--- src/rtl/cei_obi_addr_demux.sv ---
// cei_obi_addr_demux: one-master-to-N-slave OBI demux with rule-table decode, in-order response routing and error responder.
// Define CEI_OBI_DEMUX_RULE_WR_EN to expose the rule_* write ports and make the rule table writable.
package cei_obi_addr_demux_pkg;
  typedef struct packed {
    logic        valid;
    logic [7:0]  idx;
    logic [31:0] start_addr;
    logic [31:0] end_addr;
  } addr_map_rule_t;
  // System crossbar map; entry 5 overlaps entry 3 on purpose, entry 3 wins there.
  localparam addr_map_rule_t [5:0] SYS_XBAR_RULES = '{
    '{1'b1, 8'd5, 32'hF000_0000, 32'hF011_0000},
    '{1'b1, 8'd4, 32'h2000_0000, 32'h3000_0000},
    '{1'b1, 8'd3, 32'hF010_0000, 32'hF020_0000},
    '{1'b1, 8'd2, 32'h0002_0000, 32'h0003_0000},
    '{1'b1, 8'd1, 32'h0001_0000, 32'h0002_0000},
    '{1'b1, 8'd0, 32'h0000_0000, 32'h0001_0000}
  };
endpackage

module cei_obi_addr_demux
  import cei_obi_addr_demux_pkg::*;
#(
  parameter int NUM_SLAVES = 6,
  parameter int NUM_RULES = 6,
  parameter int MAX_OUTSTANDING = 4,
  parameter int ADDR_WIDTH = 32,
  parameter int DATA_WIDTH = 32,
  parameter addr_map_rule_t [NUM_RULES-1:0] RST_RULES = SYS_XBAR_RULES,
  localparam int SW = NUM_SLAVES > 1 ? $clog2(NUM_SLAVES) : 1,
  localparam int RW = NUM_RULES > 1 ? $clog2(NUM_RULES) : 1,
  localparam int CW = $clog2(MAX_OUTSTANDING + 1)
) (
  input  logic                                  clk_i,
  input  logic                                  rst_i,
  input  logic                                  req_i,
  output logic                                  gnt_o,
  input  logic [ADDR_WIDTH-1:0]                 addr_i,
  input  logic                                  we_i,
  input  logic [DATA_WIDTH/8-1:0]               be_i,
  input  logic [DATA_WIDTH-1:0]                 wdata_i,
  output logic                                  rvalid_o,
  output logic [DATA_WIDTH-1:0]                 rdata_o,
  output logic                                  err_o,
  output logic [NUM_SLAVES-1:0]                 slv_req_o,
  input  logic [NUM_SLAVES-1:0]                 slv_gnt_i,
  output logic [ADDR_WIDTH-1:0]                 slv_addr_o,
  output logic                                  slv_we_o,
  output logic [DATA_WIDTH/8-1:0]               slv_be_o,
  output logic [DATA_WIDTH-1:0]                 slv_wdata_o,
  input  logic [NUM_SLAVES-1:0]                 slv_rvalid_i,
  input  logic [NUM_SLAVES-1:0][DATA_WIDTH-1:0] slv_rdata_i,
`ifdef CEI_OBI_DEMUX_RULE_WR_EN
  input  logic                                  rule_we_i,
  input  logic [RW-1:0]                         rule_sel_i,
  input  logic                                  rule_valid_i,
  input  logic [SW-1:0]                         rule_idx_i,
  input  logic [ADDR_WIDTH-1:0]                 rule_start_i,
  input  logic [ADDR_WIDTH-1:0]                 rule_end_i,
`endif
  output logic [CW-1:0]                         outstanding_o
);
  localparam int TW = $clog2(NUM_SLAVES + 1);
  localparam int PW = MAX_OUTSTANDING > 1 ? $clog2(MAX_OUTSTANDING) : 1;
  localparam logic [TW-1:0] ERR = TW'(NUM_SLAVES);
  localparam logic [7:0] NS8 = 8'(NUM_SLAVES);
  localparam logic [CW-1:0] MAXC = CW'(MAX_OUTSTANDING);
  localparam logic [PW-1:0] PLAST = PW'(MAX_OUTSTANDING - 1);
  addr_map_rule_t [NUM_RULES-1:0] w_rules;
  logic [TW-1:0] w_tgt, w_head, r_last;
  logic [TW-1:0] r_fifo [MAX_OUTSTANDING];
  logic [PW-1:0] r_wptr, r_rptr;
  logic [CW-1:0] r_cnt;
  logic r_err_v, w_busy, w_fwd, w_push, w_pop, w_head_err;

`ifdef CEI_OBI_DEMUX_RULE_WR_EN
  localparam logic [RW:0] NR = (RW+1)'(NUM_RULES);
  addr_map_rule_t [NUM_RULES-1:0] r_rules;
  always_ff @(posedge clk_i or posedge rst_i)
    if (rst_i) r_rules <= RST_RULES;
    else if (rule_we_i && {1'b0, rule_sel_i} < NR)
      r_rules[rule_sel_i] <= '{rule_valid_i, 8'(rule_idx_i), 32'(rule_start_i), 32'(rule_end_i)};
  assign w_rules = r_rules;
`else
  assign w_rules = RST_RULES;
`endif

  // Scan from the top so the lowest matching index is the last to overwrite.
  always_comb begin
    w_tgt = ERR;
    for (int i = NUM_RULES - 1; i >= 0; i--)
      if (w_rules[i].valid && w_rules[i].idx < NS8 &&
          addr_i >= ADDR_WIDTH'(w_rules[i].start_addr) && addr_i < ADDR_WIDTH'(w_rules[i].end_addr))
        w_tgt = TW'(w_rules[i].idx);
  end

  assign w_busy = r_cnt != '0;
  assign w_head = r_fifo[r_rptr];
  assign w_head_err = w_head == ERR;
  // Only one target may be in flight at a time, which keeps responses ordered.
  assign w_fwd = !rst_i && r_cnt < MAXC && (!w_busy || w_tgt == r_last);
  assign gnt_o = w_fwd && req_i && (w_tgt == ERR || slv_gnt_i[w_tgt]);
  assign w_push = gnt_o;
  assign w_pop = !rst_i && w_busy && (w_head_err ? r_err_v : slv_rvalid_i[w_head]);
  assign rvalid_o = w_pop;
  assign err_o = w_pop && w_head_err;
  assign rdata_o = (!rst_i && w_busy && !w_head_err) ? slv_rdata_i[w_head] : '0;
  assign outstanding_o = r_cnt;
  assign slv_addr_o = addr_i;
  assign slv_we_o = we_i;
  assign slv_be_o = be_i;
  assign slv_wdata_o = wdata_i;

  always_comb begin
    slv_req_o = '0;
    if (w_fwd && w_tgt != ERR) slv_req_o[w_tgt] = req_i;
  end

  always_ff @(posedge clk_i)
    if (w_push) r_fifo[r_wptr] <= w_tgt;

  always_ff @(posedge clk_i or posedge rst_i)
    if (rst_i) begin
      r_wptr <= '0;
      r_rptr <= '0;
      r_cnt <= '0;
      r_last <= ERR;
      r_err_v <= 1'b0;
    end else begin
      r_wptr <= w_push ? (r_wptr == PLAST ? '0 : r_wptr + 1'b1) : r_wptr;
      r_rptr <= w_pop ? (r_rptr == PLAST ? '0 : r_rptr + 1'b1) : r_rptr;
      r_cnt <= r_cnt + CW'(w_push) - CW'(w_pop);
      r_last <= w_push ? w_tgt : r_last;
      r_err_v <= w_push && w_tgt == ERR;
    end

`ifndef SYNTHESIS
  logic [NUM_SLAVES-1:0] w_exp_rv;
  always_comb begin
    w_exp_rv = '0;
    if (w_busy && !w_head_err) w_exp_rv[w_head] = 1'b1;
  end
  a_stray_rvalid: assert property (@(posedge clk_i) disable iff (rst_i) (slv_rvalid_i & ~w_exp_rv) == '0)
    else $warning("cei_obi_addr_demux: stray slave response ignored");
`endif
endmodule

--- config.mk ---
export PLATFORM = sky130hd
export DESIGN_NAME = cei_obi_addr_demux
export DESIGN_NICKNAME = d
export VERILOG_FILES = /design/src/rtl/cei_obi_addr_demux.sv
export SDC_FILE = /design/constraint.sdc
export NUM_CORES = 1
export LEC_CHECK = 0
export CAP_MARGIN = 15
export CORE_AREA = 2 2 151 153
export CTS_CLUSTER_DIAMETER = 40
export DETAILED_ROUTE_END_ITERATION = 16
export DIE_AREA = 0 0 153 155
export PLACE_DENSITY = 0.5
export SLEW_MARGIN = 20
export SYNTH_ARGS = -nofsm -noshare
export SYNTH_HDL_FRONTEND = slang
export SYNTH_SLANG_ARGS = --single-unit
--- constraint.sdc ---
create_clock -name clk_i -period 4.03 [get_ports clk_i]
set_input_delay 0.403 -clock clk_i [delete_from_list [all_inputs] [get_ports clk_i]]
set_output_delay 0.403 -clock clk_i [all_outputs]
set_load 0.1 [all_outputs]
---- After elaboration in Yosys (flattened, before gate mapping) ----
Memory sizes are Yosys's and may differ from the RTL's.
Cells that the tools add are included.
cells by class
  eq/ne operators ......................... 6
  order comparisons ....................... 16
  divide/modulo/power cells ............... 0
  muxes and demuxes ....................... 21
  multipliers ............................. 0
  reductions and logical operators ........ 23
  bitwise gates (word level) .............. 1
  shifts and indexed selects .............. 0
  $add $sub $neg .......................... 4
operators with widths
  cell                                                    count
  binary-select mux 32 bit (select 3 bit)                 1
  >= comparator 32 bit (second input constant)            2
  < comparator 32 x 18 -> 1 bit (second input constant)   2
  < comparator 32 bit (second input constant)             2
  2-to-1 mux 32 bit                                       2
  >= comparator 32 x 1 -> 1 bit (second input constant)   1
  >= comparator 32 x 17 -> 1 bit (second input constant)  1
  >= comparator 32 x 18 -> 1 bit (second input constant)  1
  >= comparator 32 x 30 -> 1 bit (second input constant)  1
  < comparator 32 x 17 -> 1 bit (second input constant)   1
  < comparator 32 x 30 -> 1 bit (second input constant)   1
  logical AND 1 bit                                       17
  2-to-1 mux 3 bit                                        4
  < comparator 3 x 4 -> 1 bit (second input constant)     2
  2-to-1 mux 2 bit                                        4
  bitwise AND 6 bit                                       1
  binary-select mux 1 bit (select 3 bit)                  2
  == test 3 bit (second input constant)                   2
  2-to-1 mux 1 bit                                        6
  2-to-1 mux 6 bit                                        1
  adder 2 x 1 -> 2 bit (second input constant)            2
  == test 2 bit (second input constant)                   2
  adder 3 x 1 -> 3 bit                                    1
  demux 1 bit (select 3 bit)                              1
  8 further kinds                                         11
storage, ports and cells
  RAM bits ................................ 12
  word-level logic and storage cells ...... 77
  latch bits .............................. 0
  output and inout port bits .............. 113
  ROM bits ................................ 0
  memories kept ........................... 1
  input bits .............................. 276
  flip-flop bits (word level) ............. 11
memory list
  name    words  bits a word  read ports  clocked after Yosys merged registers in  write ports  line  RTL
  r_fifo  4      3            1           0                                        1            71    logic [TW-1:0] r_fifo [MAX_OUTSTANDING];

---- Depth between registers and ports, before layout ----
Gate-level depths: netlist of the first run.
  depth after elaboration ................. 15
  gate-level depth with buffers ........... 15
  depth with buffers taken out ............ 13

---- Worst setup path after synthesis of the first run ----
Ideal clock, no wire load.
  path kind ............................... in2out
  start ................................... input port addr_i[25]
  end ..................................... output port slv_req_o[0]
  buffers on the path ..................... 1
  arrival ................................. 4.989 ns
  data required time ...................... 3.627 ns
  path slack .............................. -1.362 ns
  stages .................................. 9
  path through ............................ or4_4 > and4bb_4 > a31oi_4 > inv_2 > xnor2_1 > nand4b_1 > and2_2 > clkbuf_1 > nor4_1
between the ends
  longest elaborated chain between the ends .. 14
  elaborated cells on any way between the ends .. 36
  those cells by class .................... order compare (14); eq/ne (2); mux (9); bitwise (1); reduce/logical (10)
RTL lines
  what                                                                                               line  RTL
  start: declaration                                                                                 38    input logic [ADDR_WIDTH-1:0] addr_i,
  >= comparator 32 bit or < comparator 32 bit (tied branches)                                        93    addr_i >= ADDR_WIDTH'(w_rules[i].start_addr) && addr_i < ADDR_WIDTH'(w_rules[i].end_addr))
  logical AND 1 bit                                                                                  93
  2-to-1 mux 2 bit (2 in a row)                                                                      92    if (w_rules[i].valid && w_rules[i].idx < NS8 &&
  2-to-1 mux 3 bit (3 in a row)                                                                      92
  2-to-1 mux 3 bit *                                                                                 92
  named net w_tgt[0]                                                                                 70    logic [TW-1:0] w_tgt, w_head, r_last;
  < comparator 3 x 4 -> 1 bit (implied by the code) or >= comparator 3 x 1 -> 1 bit (tied branches)  116   if (w_fwd && w_tgt != ERR) slv_req_o[w_tgt] = req_i;
  logical AND 1 bit (implied by the code)                                                            116
  2-to-1 mux 1 bit (implied by the code)                                                             116
  demux 1 bit (select 3 bit)                                                                         116
  bitwise AND 6 bit (no source line)                                                                 --
  2-to-1 mux 6 bit *                                                                                 116
  end: declaration                                                                                   45    output logic [NUM_SLAVES-1:0] slv_req_o,
The timed path passes the listed nets; every way through them passes the cells marked *.

---- Worst setup path after layout of the first run ----
  start ................................... input port addr_i[25]
  end ..................................... output port slv_req_o[3]
The elaborated chain is that of the path after synthesis.

==> run metrics, run 1 <==
worst-path maximum fanout=8; Syn-to-layout area delta=84.1%; row cnt=55; Total Routed Length=16,600 µm; hold_buf cts=0; Hold Crit Start=r_last[0]; sequential area share after synthesis=0.183; DP Cell Count=822; Worst Reg-to-Reg Cells=11; chip height=155 µm; CP Data Arrival Time=3.28 ns; Power Total=4340 µW; worst slew margin relative to its limit=0.339; Post-CTS Resized=0; fin. max-slew vios=0; CTS tree=yes; Synth top area share=0.226; # Post-CTS Setup Buffers=0; Final period util=0.914; Core Footprint=0.0222 mm²; Post-DRT Antenna Nets=0; Synth warnings=0; hold endpoint=r_last[0]; Final Hold Fails=0; GRT Util Overall=0.130; status=completed; Final Net Count=826; R2R Path Start=r_rptr[0]; multi-input logic area=0.00223 mm²; fmax=272 MHz; global-route wire length before repair=23,600 µm; HPWL after detailed placement=13,700 µm; final setup fails=0; critical path required time=3.63 ns; LEAKAGE=0.00231 µW; share of cells above drive strength 1=0.277; Startpoint Class=primary input; Routed WL per cell=20.0 µm; H-tree lvl count=1; number of flops mapped to enable cells by yosys=12; top-level I/O count=389; most area-hungry cell type in the Yosys netlist=mux4_2; Synth cell types=44; power per cell area=675 mW/mm²; initial antenna violation count=1; R2R Setup Slk=0.55 ns; pin count of the biggest net entering global routing=37; Final Critical Period=3.68 ns; worst hold path class=reg2reg; total die area=0.0237 mm²; CTS Sinks=23; storage element area=638 µm²; Final WS setup=0.349 ns; Syn Inst Count=344; 1st-pass router iterations=4; drt initial violations=221; worst clock skew=0.00323 ns; peak supply drop=0.000316 V; Synth async-reset ratio=0.478; via-per-instance ratio=4.27; post-synthesis net count=628; I/O Buffers=282; Setup TNS=0 ns; top_reg_cell synth=edfxtp_1; hold depth=1; Remaining Overflow, GRT=0; main area contributors after synthesis=mux4_2 (23%), buf_4 (15%), mux2_2 (14%), edfxtp_1 (10%), a22oi_1 (6.7%); Clk Latency, worst-skew pair=0.26 ns; drt drc=0; FF+latch count, synth=23; Vias=3,530; syn avg cell area=10.2 µm²; final core utilization=0.289; Layout Cells excl Fill=827; clk root buf=clkbuf_16; clk slew on worst S/H paths=0.06 ns; maximum clock path buffer count=2; Post-Syn Area=0.00349 mm²; vias in the first global route=3,745; cts bufs inserted=3; Starting Density=0.157; chip width=153 µm; most frequent cells in the layout=clkdlybuf4s50_1 (241), mux2_2 (42), nor2_1 (39); reg2reg end=outstanding_o[2]; crit end category=output port; pre-CTS WS=0.258 ns; most common cell after layout, fill and taps aside=clkdlybuf4s50_1; Final Wtd Congestion=0.852; Least-Margin Pin Slew=0.989 ns; max_cap viols=0; CP Class=in2out; # fillers=2,283; RSZ-0062 raised after global routing=false
## final cells by class
| class | instances | area share |
|---|---|---|
| inverters | 11 | 0.00642 |
| clock inverters | 1 | 0.000778 |
| diodes | 1 | 0.000389 |
| clock buffers | 3 | 0.0117 |
| multi-input cells | 216 | 0.347 |
| well taps | 285 | 0.0554 |
| repair buffers | 287 | 0.479 |
| flip-flops and latches | 23 | 0.0992 |
## logic make-up after synthesis
family | synth area share
buf+inv | 0.188
mux | 0.367
simple gates | 0.112
compound gates | 0.110
flops | 0.183
fa+ha+maj | 0.0308
xor+xnor | 0.0100
## cells in the mapped netlist, types with 3 or more instances
| cell type | n |
|---|---|
| nor2_1 | 40 |
| a22oi_1 | 31 |
| buf_2 | 4 |
| dfrtp_1 | 9 |
| xnor2_1 | 4 |
| mux2_2 | 42 |
| clkbuf_1 | 18 |
| edfxtp_1 | 12 |
| inv_1 | 10 |
| ha_1 | 7 |
| nand2_1 | 9 |
| mux4_2 | 35 |
| nor3_1 | 9 |
| buf_4 | 69 |
| buf_1 | 3 |
| and2_2 | 5 |
| nand3_1 | 3 |
## state kept, by name, indices dropped and copies added (netlist names)
signal	cells
r_rptr	2
r_last	3
r_fifo	12
outstanding_o	3
r_wptr	2
r_err_v	1
## per-layer routing
metal  global-route usage  part of all wire
met1                0.161              0.40
met5               0.0207            0.0042
met3               0.0515             0.099
met2                0.215              0.49
met4               0.0216            0.0074
## power breakdown
part	leakage (µW)	switching [µW]	total, µW	internal (µW)
logic	0.00203	2310	3750	1430
registers	0.000236	68.0	378	310
clock network	0.0000409	81.5	215	133
total	0.00231	2460	4340	1880
## critical path: stages
cell             delay, ns
clkdlybuf4s50_1       0.43
or4_4                 0.56
and4bb_4              0.38
a31oi_4               0.15
inv_2                 0.19
xnor2_1               0.14
nand4b_1              0.18
and2_2                0.28
nor3_1                0.34
buf_12                0.23
## how the worst max path moves through the flow
stage | depth (start not counted) | to | start
after floorplan | 9 | slv_req_o[2] | addr_i[25]
after global placement | 11 | outstanding_o[2] | addr_i[25]
after detailed placement | 11 | outstanding_o[2] | addr_i[23]
after CTS | 10 | slv_req_o[3] | addr_i[23]
after global routing | 10 | slv_req_o[2] | addr_i[23]
final | 10 | slv_req_o[3] | addr_i[25]
## metrics by stage
stage / hold WS [ns] / cell area, µm²
detailed placement: 0.539 / 6350
global placement: 0.533 / 6350
finish: 0.544 / 6430
CTS: 0.553 / 6430
floorplan: 0.254 / 3510
global route: 0.587 / 6430
Note: power is estimated with default switching activity, not from simulation.
==> inputs of run 2 (changes only) <==
--- a/config.mk
+++ b/config.mk
@@ -10,6 +10,7 @@
 export CTS_CLUSTER_DIAMETER = 40
 export DETAILED_ROUTE_END_ITERATION = 16
 export DIE_AREA = 0 0 153 155
+export GPL_TIMING_DRIVEN = 0
 export PLACE_DENSITY = 0.5
 export SLEW_MARGIN = 20
 export SYNTH_ARGS = -nofsm -noshare
==> run metrics, run 2 (synthesis gave the netlist of run 1 again) <==
worst clock skew=0.00519 ns; HPWL after detailed placement=16,100 µm; CTS tree=yes; Final period util=0.972; cts bufs inserted=3; LEAKAGE=0.00276 µW; worst hold path class=reg2reg; # Post-CTS Setup Buffers=0; Total Routed Length=18,700 µm; cell area after layout=0.00734 mm²; final setup fails=0; share of cells above drive strength 1=0.323; CP Class=in2out; # fillers=2,275; Final Critical Period=3.92 ns; worst slew margin relative to its limit=0.207; Biggest register=r_fifo; DP Cell Count=964; hold_buf cts=0; drt drc=0; via-per-instance ratio=4.07; Power Total=4450 µW; R2R Setup Slk=0.34 ns; Syn-to-layout area delta=110%; H-tree lvl count=1; 1st-pass router iterations=4; max_cap viols=0; hold endpoint=r_last[0]; Clk Latency, worst-skew pair=0.26 ns; Vias=3,944; vias in the first global route=4,071; Core Footprint=0.0222 mm²; global-route wire length before repair=26,500 µm; fmax=255 MHz; Layout Cells excl Fill=968; initial antenna violation count=2; Final Net Count=967; chip height=155 µm; Worst Reg-to-Reg Cells=13; maximum clock path buffer count=2; worst-path maximum fanout=8; most frequent cells in the layout=clkdlybuf4s50_1 (294), buf_4 (71), mux2_2 (42); drt initial violations=224; Post-DRT Antenna Nets=0; peak supply drop=0.000242 V; pin count of the biggest net entering global routing=14; hold_ws=0.542 ns; critical path required time=3.63 ns; Startpoint Class=primary input; crit end category=output port; CTS Sinks=23; power per cell area=606 mW/mm²; total die area=0.0237 mm²; status=completed; fin. max-slew vios=0; Final Hold Fails=0; row cnt=55; clk root buf=clkbuf_16; clk slew on worst S/H paths=0.06 ns; most common cell after layout, fill and taps aside=clkdlybuf4s50_1; Setup TNS=0 ns; reg2reg end=outstanding_o[2]; R2R Path Start=r_rptr[0]; Least-Margin Pin Slew=1.19 ns; Final Wtd Congestion=0.809; top-level I/O count=389; Starting Density=0.157; Largest register FFs=12; I/O Buffers=335; post-placement cell area=0.00722 mm²; Hold Crit Start=r_last[0]; Routed WL per cell=19.4 µm; Remaining Overflow, GRT=0; RSZ-0062 raised after global routing=true; GRT Util Overall=0.147; chip width=153 µm; CP Data Arrival Time=3.51 ns; hold depth=1
run 2: area by class of cell:
| cell class | instances | area, µm² | area share |
|---|---|---|---|
| Clock buffer | 3 | 75.1 | 0.0102 |
| Tap cell | 285 | 357 | 0.0486 |
| Inverter | 11 | 41.3 | 0.00562 |
| Timing Repair Buffer | 335 | 3380 | 0.461 |
| Multi-Input combinational cell | 216 | 2220 | 0.302 |
| Sequential cell | 23 | 638 | 0.0869 |
| Clock inverter | 1 | 5.00 | 0.000682 |
| Antenna cell | 1 | 2.50 | 0.000341 |
| Buffer | 93 | 622 | 0.0847 |
run 2: layer usage:
metal  GRT usage  share of wire
met1       0.190           0.42
met2       0.259           0.51
met3      0.0298          0.061
met4      0.0190         0.0056
met5           0         0.0018
run 2: how the worst max path moves through the flow:
stage / depth (start not counted) / from / slack, ns / end
5_1_grt: 11 / addr_i[25] / -0.02 / slv_req_o[5]
2_1_floorplan: 9 / addr_i[25] / -0.65 / slv_req_o[2]
4_1_cts: 11 / addr_i[25] / 0.008 / slv_req_o[4]
3_5_place_dp: 11 / addr_i[25] / -0.68 / slv_req_o[2]
6_report: 11 / addr_i[25] / 0.11 / slv_req_o[1]
3_3_place_gp: 11 / addr_i[25] / -0.75 / slv_req_o[1]
run 2: power by group:
part           leakage [µW]  switching (µW)  internal, µW
sequential         0.000236            49.3           310
combinational       0.00248            2550          1330
clock             0.0000409            80.2           133
run 2: through the flow:
stage          utilization  setup WS, ns
2_1_floorplan            -        -0.653
3_3_place_gp         0.325        -0.749
3_5_place_dp         0.325        -0.679
4_1_cts              0.329       0.00843
5_1_grt              0.330       -0.0151
6_report             0.330         0.113
run 2: timing repair:
item                                    CTS  global route
endpoints found under the setup margin   41            39
gates resized for setup                 136            24
gates cloned                              0             0
run 2: worst max-delay path: stages:
cell,delay (ns)
clkdlybuf4s50_1,0.45
or4_4,0.58
and4bb_4,0.38
a31oi_4,0.15
inv_2,0.19
xnor2_1,0.16
nand4b_1,0.19
and2_2,0.22
clkbuf_1,0.21
nor3b_2,0.25
buf_4,0.32
